File: config.mk
export PLATFORM = sky130hd
export DESIGN_NAME = crc5_frame_ctrl
export DESIGN_NICKNAME = d
export VERILOG_FILES = /design/src/rtl/crc5_pkg.sv /design/src/rtl/crc5_lfsr.sv /design/src/rtl/crc5_frame_ctrl.sv
export SDC_FILE = /design/constraint.sdc
export NUM_CORES = 1
export LEC_CHECK = 0
export ABC_AREA = 0
export BUFFER_PORTS_ARGS = -buffer_cell sky130_fd_sc_hd__buf_4
export CAP_MARGIN = 15
export CORE_UTILIZATION = 45
export CTS_BUF_LIST = sky130_fd_sc_hd__clkbuf_4 sky130_fd_sc_hd__clkbuf_8
export DETAILED_ROUTE_END_ITERATION = 12
export PLACE_DENSITY = 0.63
export SLEW_MARGIN = 25
export SYNTH_ARGS = -nofsm -noshare
export SYNTH_HDL_FRONTEND = slang
export SYNTH_SLANG_ARGS = --single-unit
File: constraint.sdc
create_clock -name clk -period 5.8 [get_ports clk]
set_input_delay 1.16 -clock clk [delete_from_list [all_inputs] [get_ports clk]]
set_output_delay 1.16 -clock clk [all_outputs]
set_load 0.01 [all_outputs]
File: src/rtl/crc5_pkg.sv
// Shared CRC5 definitions for the token framer: polynomial, seed, FSM encoding
// and the single-bit Galois LFSR step.
package crc5_pkg;

   localparam logic [4:0] CRC5_POLY = 5'b00101;
   localparam logic [4:0] CRC5_INIT = 5'b11111;

   typedef enum logic [1:0] {
      IDLE,
      DATA,
      CRC
   } state_e;

   // x^5 + x^2 + 1, bits enter at the MSB end
   function automatic logic [4:0] crc5_step(input logic [4:0] lfsr, input logic bit_in);
      logic fb;
      fb = lfsr[4] ^ bit_in;
      return {lfsr[3:0], 1'b0} ^ (fb ? CRC5_POLY : 5'b00000);
   endfunction

endpackage

File: src/rtl/crc5_lfsr.sv
// Serial Galois CRC5 register. Load wins over step; the owner decides when either happens.
module crc5_lfsr
   import crc5_pkg::*;
#(
   parameter logic [4:0] RESET_VAL = CRC5_INIT
) (
   input  logic       clk,
   input  logic       reset_l,
   input  logic       load,
   input  logic [4:0] init,
   input  logic       step,
   input  logic       bit_in,
   output logic [4:0] lfsr
);

   logic [4:0] lfsr_q;
   logic [4:0] lfsr_d;

   always_comb begin
      lfsr_d = lfsr_q;
      if (load) begin
         lfsr_d = init;
      end else if (step) begin
         lfsr_d = crc5_step(lfsr_q, bit_in);
      end
   end

   always_ff @(posedge clk or negedge reset_l) begin
      if (!reset_l) begin
         lfsr_q <= RESET_VAL;
      end else begin
         lfsr_q <= lfsr_d;
      end
   end

   assign lfsr = lfsr_q;

endmodule

File: src/rtl/crc5_frame_ctrl.sv
// Token framer: serialises a payload LSB first, then the CRC5 field MSB first.
// Every output except in_ready is decoded from registered state.
module crc5_frame_ctrl
   import crc5_pkg::*;
#(
   parameter int unsigned PAYLOAD_W  = 11,
   parameter logic [4:0]  CRC_INIT   = CRC5_INIT,
   parameter bit          INVERT_OUT = 1'b1
) (
   input  logic                 clk,
   input  logic                 reset_l,
   input  logic                 in_valid,
   output logic                 in_ready,
   input  logic [PAYLOAD_W-1:0] in_data,
   input  logic                 abort,
   output logic                 ser_out,
   output logic                 ser_valid,
   input  logic                 ser_ready,
   output logic                 sof,
   output logic                 eof,
   output logic [4:0]           crc5out,
   output logic                 crc_done,
   output logic                 busy
);

   localparam logic [3:0] LAST_DATA = 4'(PAYLOAD_W - 1);
   localparam logic [3:0] LAST_CRC  = 4'd4;

   state_e                 state_q;
   logic [3:0]             cnt_q;
   logic [PAYLOAD_W-1:0]   shift_q;
   logic [4:0]             crc_q;
   logic                   done_q;
   logic                   armed_q;

   logic [4:0]             lfsr_q;
   logic [4:0]             lfsr_nxt;
   logic [4:0]             field;
   logic [2:0]             crc_idx;
   logic                   cur_bit;
   logic                   accept;
   logic                   data_beat;

   assign crc_idx = 3'(LAST_CRC - cnt_q);

   always_comb begin
      cur_bit = 1'b0;
      unique case (state_q)
         DATA:    cur_bit = shift_q[0];
         CRC:     cur_bit = crc_q[crc_idx];
         default: cur_bit = 1'b0;
      endcase
   end

   assign accept    = in_valid & in_ready;
   assign data_beat = (state_q == DATA) & ser_ready & ~abort;
   assign lfsr_nxt  = crc5_step(lfsr_q, cur_bit);
   assign field     = INVERT_OUT ? ~lfsr_nxt : lfsr_nxt;

   crc5_lfsr #(
      .RESET_VAL (CRC_INIT)
   ) u_lfsr (
      .clk     (clk),
      .reset_l (reset_l),
      .load    (accept),
      .init    (CRC_INIT),
      .step    (data_beat),
      .bit_in  (cur_bit),
      .lfsr    (lfsr_q)
   );

   always_ff @(posedge clk or negedge reset_l) begin
      if (!reset_l) begin
         state_q <= IDLE;
         cnt_q   <= '0;
         shift_q <= '0;
         crc_q   <= '0;
         done_q  <= 1'b0;
         armed_q <= 1'b0;
      end else begin
         armed_q <= 1'b1;
         done_q  <= 1'b0;
         if (abort) begin
            state_q <= IDLE;
            cnt_q   <= '0;
         end else begin
            unique case (state_q)
               IDLE: begin
                  if (in_valid && armed_q) begin
                     shift_q <= in_data;
                     cnt_q   <= '0;
                     state_q <= DATA;
                  end
               end
               DATA: begin
                  if (ser_ready) begin
                     // Shifting keeps the current bit at index 0 and holds it across stalls
                     shift_q <= shift_q >> 1;
                     if (cnt_q == LAST_DATA) begin
                        crc_q   <= field;
                        cnt_q   <= '0;
                        state_q <= CRC;
                     end else begin
                        cnt_q <= cnt_q + 4'd1;
                     end
                  end
               end
               CRC: begin
                  if (ser_ready) begin
                     if (cnt_q == LAST_CRC) begin
                        cnt_q   <= '0;
                        state_q <= IDLE;
                        done_q  <= 1'b1;
                     end else begin
                        cnt_q <= cnt_q + 4'd1;
                     end
                  end
               end
               default: state_q <= IDLE;
            endcase
         end
      end
   end

   assign in_ready  = armed_q & (state_q == IDLE) & ~abort;
   assign ser_valid = (state_q != IDLE);
   assign ser_out   = cur_bit;
   assign sof       = (state_q == DATA) & (cnt_q == 4'd0);
   assign eof       = (state_q == CRC) & (cnt_q == LAST_CRC);
   assign crc5out   = crc_q;
   assign crc_done  = done_q;
   assign busy      = (state_q != IDLE);

endmodule

# Word level (Yosys, flattened, before mapping)
# Index checks and enable logic that the tools add are counted.
[totals]
register_bits = 29
latchBits = 0
ramBits = 0
romBits = 0
input_bits = 16
out_inout_bits = 12
wordCells = 70
mem_count = 0
[op_classes]
addsub = 2
multipliers = 0
n_div = 0
order_cmp = 1
eq_ne = 11
shifts = 0
muxes = 27
bitwise = 11
reduce_logical = 11
[op_table]
columns = ["operator", "count"]
rows = [
  ["4-bit two-way mux", 6],
  ["11-bit two-way mux", 2],
  ["11-bit case mux with 2 select lines", 1],
  ["3-bit != test, second input constant", 5],
  ["2-bit two-way mux", 6],
  ["4-bit case mux with 3 select lines", 1],
  ["4-bit AND reduction", 3],
  ["5-bit two-way mux", 2],
  ["1-bit AND", 7],
  ["2-bit case mux with 3 select lines", 1],
  ["2-bit nonzero test", 3],
  ["1-bit two-way mux", 5],
  ["5-bit inverter", 1],
  ["5-bit AND reduction", 1],
  ["5-bit XOR", 1],
  ["4-bit by 1-bit adder with 4-bit output, second input constant", 1],
  ["4-bit by 3-bit equality test with 1-bit output, second input constant", 1],
  ["4-bit equality test, second input constant", 1],
  ["4-bit logical NOT", 1],
  ["3-bit by 4-bit < comparator with 1-bit output, second input constant", 1],
  ["2-bit != test, second input constant", 2],
  ["4-bit nonzero test", 1],
  ["1-bit binary-select mux with 3-bit select", 1],
  ["3-bit two-way mux", 1],
  ["8 further kinds", 8],
]

# Longest topological paths before layout
[logic_depth]
depth_word = 9
ltp_mapped = 8
mapped_depth_nobuf = 7

# By module
# From an unflattened synthesis, not the netlist that was laid out.
[hier_totals]
cells_unflattened = 164
area_unflattened_um2 = 1621.6
[by_module_without_submodules]
columns = ["module", "instances", "cells_per_inst", "area_each_um2"]
rows = [
  ["crc5_frame_ctrl", 1, 138, 1357.6],
  ["crc5_lfsr", 1, 26, 264.0],
]

# Worst setup path after synthesis
# OpenSTA, ideal clock, no wires.
[synth_path]
path_type = "register -> output"
startpoint = "reg cnt_q[0]"
endpoint = "out ser_out"
arrival_time_ns = 1.660
path_slack_ns = 2.980
path_stages_with_launch = 6
cell_sequence = "dfrtp_1 > inv_1 > ha_1 > nor3b_1 > mux2i_1 > o21ai_0"
[synth_between]
elab_chain_len = 4
[synth_lines]
columns = ["item", "line_no", "source"]
rows = [
  ["from (decl)", "crc5_frame_ctrl.sv:30", "logic [3:0] cnt_q;"],
  ["from (signal assigned)", "crc5_frame_ctrl.sv:104", "cnt_q <= cnt_q + 4'd1;"],
  ["from (signal assigned)", "crc5_frame_ctrl.sv:115", "cnt_q <= cnt_q + 4'd1;"],
  ["3-bit subtractor", "crc5_frame_ctrl.sv:44", "assign crc_idx = 3'(LAST_CRC - cnt_q);"],
  ["1-bit binary-select mux with 3-bit select", "crc5_frame_ctrl.sv:50", "CRC: cur_bit = crc_q[crc_idx];"],
  ["1-bit two-way mux (not written as such)", "crc5_frame_ctrl.sv:50", ""],
  ["1-bit case mux with 2 select lines", "crc5_frame_ctrl.sv:48", "unique case (state_q)"],
  ["to (decl)", "crc5_frame_ctrl.sv:16", "output logic ser_out,"],
]
# Every way passes these cells. The select of a mux whose other input is x is not followed.

# Worst setup path after layout
[layout_path]
startpoint = "reg state_q[1]"
endpoint = "out ser_out"
[layout_between]
elab_chain_len = 2
elab_cells_between_ends = 3
cone_classes = "eq/ne (2); mux (1)"
[layout_lines]
columns = ["item", "line_no", "source"]
rows = [
  ["from (decl)", "crc5_frame_ctrl.sv:29", "state_e state_q;"],
  ["from (signal assigned)", "crc5_frame_ctrl.sv:74", "state_q <= IDLE;"],
  ["from (signal assigned)", "crc5_frame_ctrl.sv:84", "state_q <= IDLE;"],
  ["from (signal assigned)", "crc5_frame_ctrl.sv:92", "state_q <= DATA;"],
  ["2-bit equality test / 2-bit by 1-bit equality test with 1-bit output (equally long branches)", "crc5_frame_ctrl.sv:48", ""],
  ["1-bit case mux with 2 select lines *", "crc5_frame_ctrl.sv:48", ""],
]
# Mark *: on every way between the ends. The rest lies on a longest branch, timed or not.

==> results.cfg <==
[outcome]
status = finished, final reports clean

[critical_path]
end_kind = output pin
rrSetupSlack_ns = 3.01
cp.arrival_ns = 2.23
r2r_cells = 7
r2r-end = crc5out[2]
setup.worst_path.class = reg2out
cp_max_fo = 18
r2r-start = state_q[1]
cp_data_required_time_ns = 4.64
startpoint = state_q[1]
cp-start-kind = flip-flop

[timing]
finalSetupTns_ns = 0
fmax_mhz = 294.9
finalHoldViolations = 0
drv_slew = 0
skew_ns = 0.004162
period_minus_slack_ns = 3.391
post-route-period-util = 0.5847
max_slew_margin = 0.3851
tightest_slew_ns = 0.9223
setup_violations = 0
rsz0062_at_grt = no

[synthesis]
syn-cell-area_um2 = 1660
avgSynthCellArea_um2 = 9.710
yosysUniqueCellTypes = 40
yosys.area_share.simple = 0.1891
ys_ff_latch = 29
synthXorXnorAreaFrac = 0.009797
synth_top_family_by_area = simple AND/OR/NAND/NOR gates
synth_cells = 171
yosys_warnings = 0
synth_nets = 194
synth_compound_gate_area_share = 0.1469
synthAdderAreaFrac = 0.05275
synth-seq-area-share = 0.4408
synth.area.mux_share = 0.1070

[cells_and_area]
design_area_um2 = 2012
final_common_cell = buf_4
seqCellArea_um2 = 732.0
antennaDiodeCount = 0
multi_input_area_um2 = 854.6
final_cell_mix = buf_4, dfrtp_1, nor2_1
n_fill_cell = 302
area_delta_synth_final_pct = 21.18
drive_gt1_frac = 0.2513
fin_nets = 221

[routing]
final_antenna_net_count = 0
routed_wl_mm = 3.349
drt_iter0_drc = 125
via_per_inst = 5.404
drtPass1Iterations = 4
wire_per_inst_um = 13.67
drc = 0
num_vias = 1324

[grt]
antenna_found_initial = 0
grt_pass1_vias = 1345
grt_pass1_wl_mm = 5.989
grt_util_met2 = 0.3274
use_met3 = 0.07117
grt_max_degree = 30
use_met1 = 0.2427
overflow = 0
gr-usage-all-layers = 0.2002
top_usage_layer = met2

[floorplanning]
fp.dieH_um = 62.74
ios = 28
dieArea_um2 = 3936
start_util = 0.4824
fp-row-count = 21
core_area_um2 = 3442
chipWidth_um = 62.74

[clock_network]
clkLatencyLatePin_ns = 0.28
cts_resized = 0
clock_path_buffers = 2
numCtsBuffers = 5
ctsHoldBuffers = 0
clkSinkCount = 29
cts_root_buf = clkbuf_8
cts_max_level = 2
cts.reportedPaths.clkPinSlew_ns = 0.06
cts_tree = yes
post_cts_buffers = 0

[worst_hold_path]
hp-start = u_lfsr.lfsr[0]
hold_path_end = u_lfsr.lfsr[0]
holdPathStages = 2
hold_path_class = reg2reg

[power]
p_per_area_nw_per_um2 = 410.9
vdd_drop_max_uv = 239.5
leakagePower_nw = 0.9141

[placement]
gp_congestion = 0.7570
placed_area_um2 = 1886
io_buffers = 27
dpl.hpwl_mm = 2.406

[run]
maxCapViolations = 0
[metrics by stage]
step | total power, W | setup WS [ns] | util | std cells | hold WS, ns
6_report | 0.0008266 | 2.409 | 0.5845 | 245 | 0.5161
5_1_grt | 0.0008844 | 2.248 | 0.5845 | 245 | 0.5289
4_1_cts | 0.0008295 | 2.422 | 0.5827 | 245 | 0.5263
3_5_place_dp | 0.0006047 | 2.737 | 0.5478 | 237 | 0.5148
3_3_place_gp | 0.0005884 | 2.853 | 0.5478 | 237 | 0.5015
2_1_floorplan | 0.0005302 | 2.980 | - | 171 | 0.4843
[state kept, by name, indices dropped and copies added (netlist names)]
signal	cells
shift_q	11
crc5out	5
u_lfsr.lfsr	5
cnt_q	4
state_q	2
armed_q	1
crc_done	1
[kinds of logic after synthesis]
kind of cell / Yosys count
AO/OA/AOI/OAI: 38
multiplexers: 16
flip-flops: 29
adder cells (fa/ha/maj): 7
XOR/XNOR: 1
buffers and inverters: 19
other: 1
AND/OR/NAND/NOR: 60
[metal layers]
layer	vias up	wire length, um
li1	648	-
met1	645	1573
met2	23	1576
met3	8	124
met4	0	75
met5	-	0
[how the worst max path moves through the flow]
stage               to  slack, ns
6_report       ser_out       2.41
5_1_grt        ser_out       2.25
4_1_cts        ser_out       2.42
3_5_place_dp   ser_out       2.74
3_3_place_gp   ser_out       2.85
2_1_floorplan  ser_out       2.98
[area by class of cell]
type | instances | area share
well taps | 46 | 0.02861
multi-input cells | 123 | 0.4248
repair buffers | 27 | 0.1007
clock buffers | 7 | 0.04478
flip-flops and latches | 29 | 0.3638
clock inverters | 1 | 0.01493
inverters | 12 | 0.02239
[cells in the mapped netlist]
cell type  count  share of area
a21boi_0       2         0.0090
a21o_1         1         0.0045
a21oi_1       14          0.042
a22o_1         2          0.011
a22oi_1        1         0.0045
a31o_1         1         0.0053
buf_4          1         0.0045
clkbuf_1       5          0.011
clkbuf_8       1         0.0083
conb_1         1         0.0023
dfrtp_1       24           0.36
dfstp_2        5          0.079
ha_1           7          0.053
inv_1         12          0.027
mux2_4         1         0.0090
mux2i_1       14          0.084
mux4_2         1          0.014
nand2_1       15          0.034
nand2_2        1         0.0038
nand3_1        4          0.012
nand3b_1       3          0.014
nand4b_1       3          0.016
nor2_1        20          0.045
nor2_2         2         0.0075
nor2b_1        1         0.0038
nor3_1         2         0.0060
nor3b_1        1         0.0045
nor4b_1        2          0.011
nor4bb_1       1         0.0060
o211ai_1       1         0.0045
o21a_1         2         0.0090
o21ai_0       12          0.036
o311ai_4       1          0.016
o32ai_1        1         0.0053
or2_2          1         0.0038
or3_1          1         0.0038
or4_1          1         0.0045
or4b_1         1         0.0060
or4b_4         1         0.0083
xor2_2         1         0.0098
[power breakdown]
| group | total (W) | internal (W) | switching [W] |
|---|---|---|---|
| combinational | 0.000302 | 0.000128 | 0.000174 |
| sequential | 0.000304 | 0.000270 | 0.0000341 |
| clock | 0.000221 | 0.000144 | 0.0000765 |
| total | 0.000827 | 0.000542 | 0.000284 |
[critical path: stages, from the launching register on]
cell and delay, ns:
dfrtp_1 0.38, inv_1 0.12, ha_1 0.78, nand3_1 0.31, o21ai_0 0.20, buf_4 0.16
Note: power is estimated with default switching activity, not from simulation.
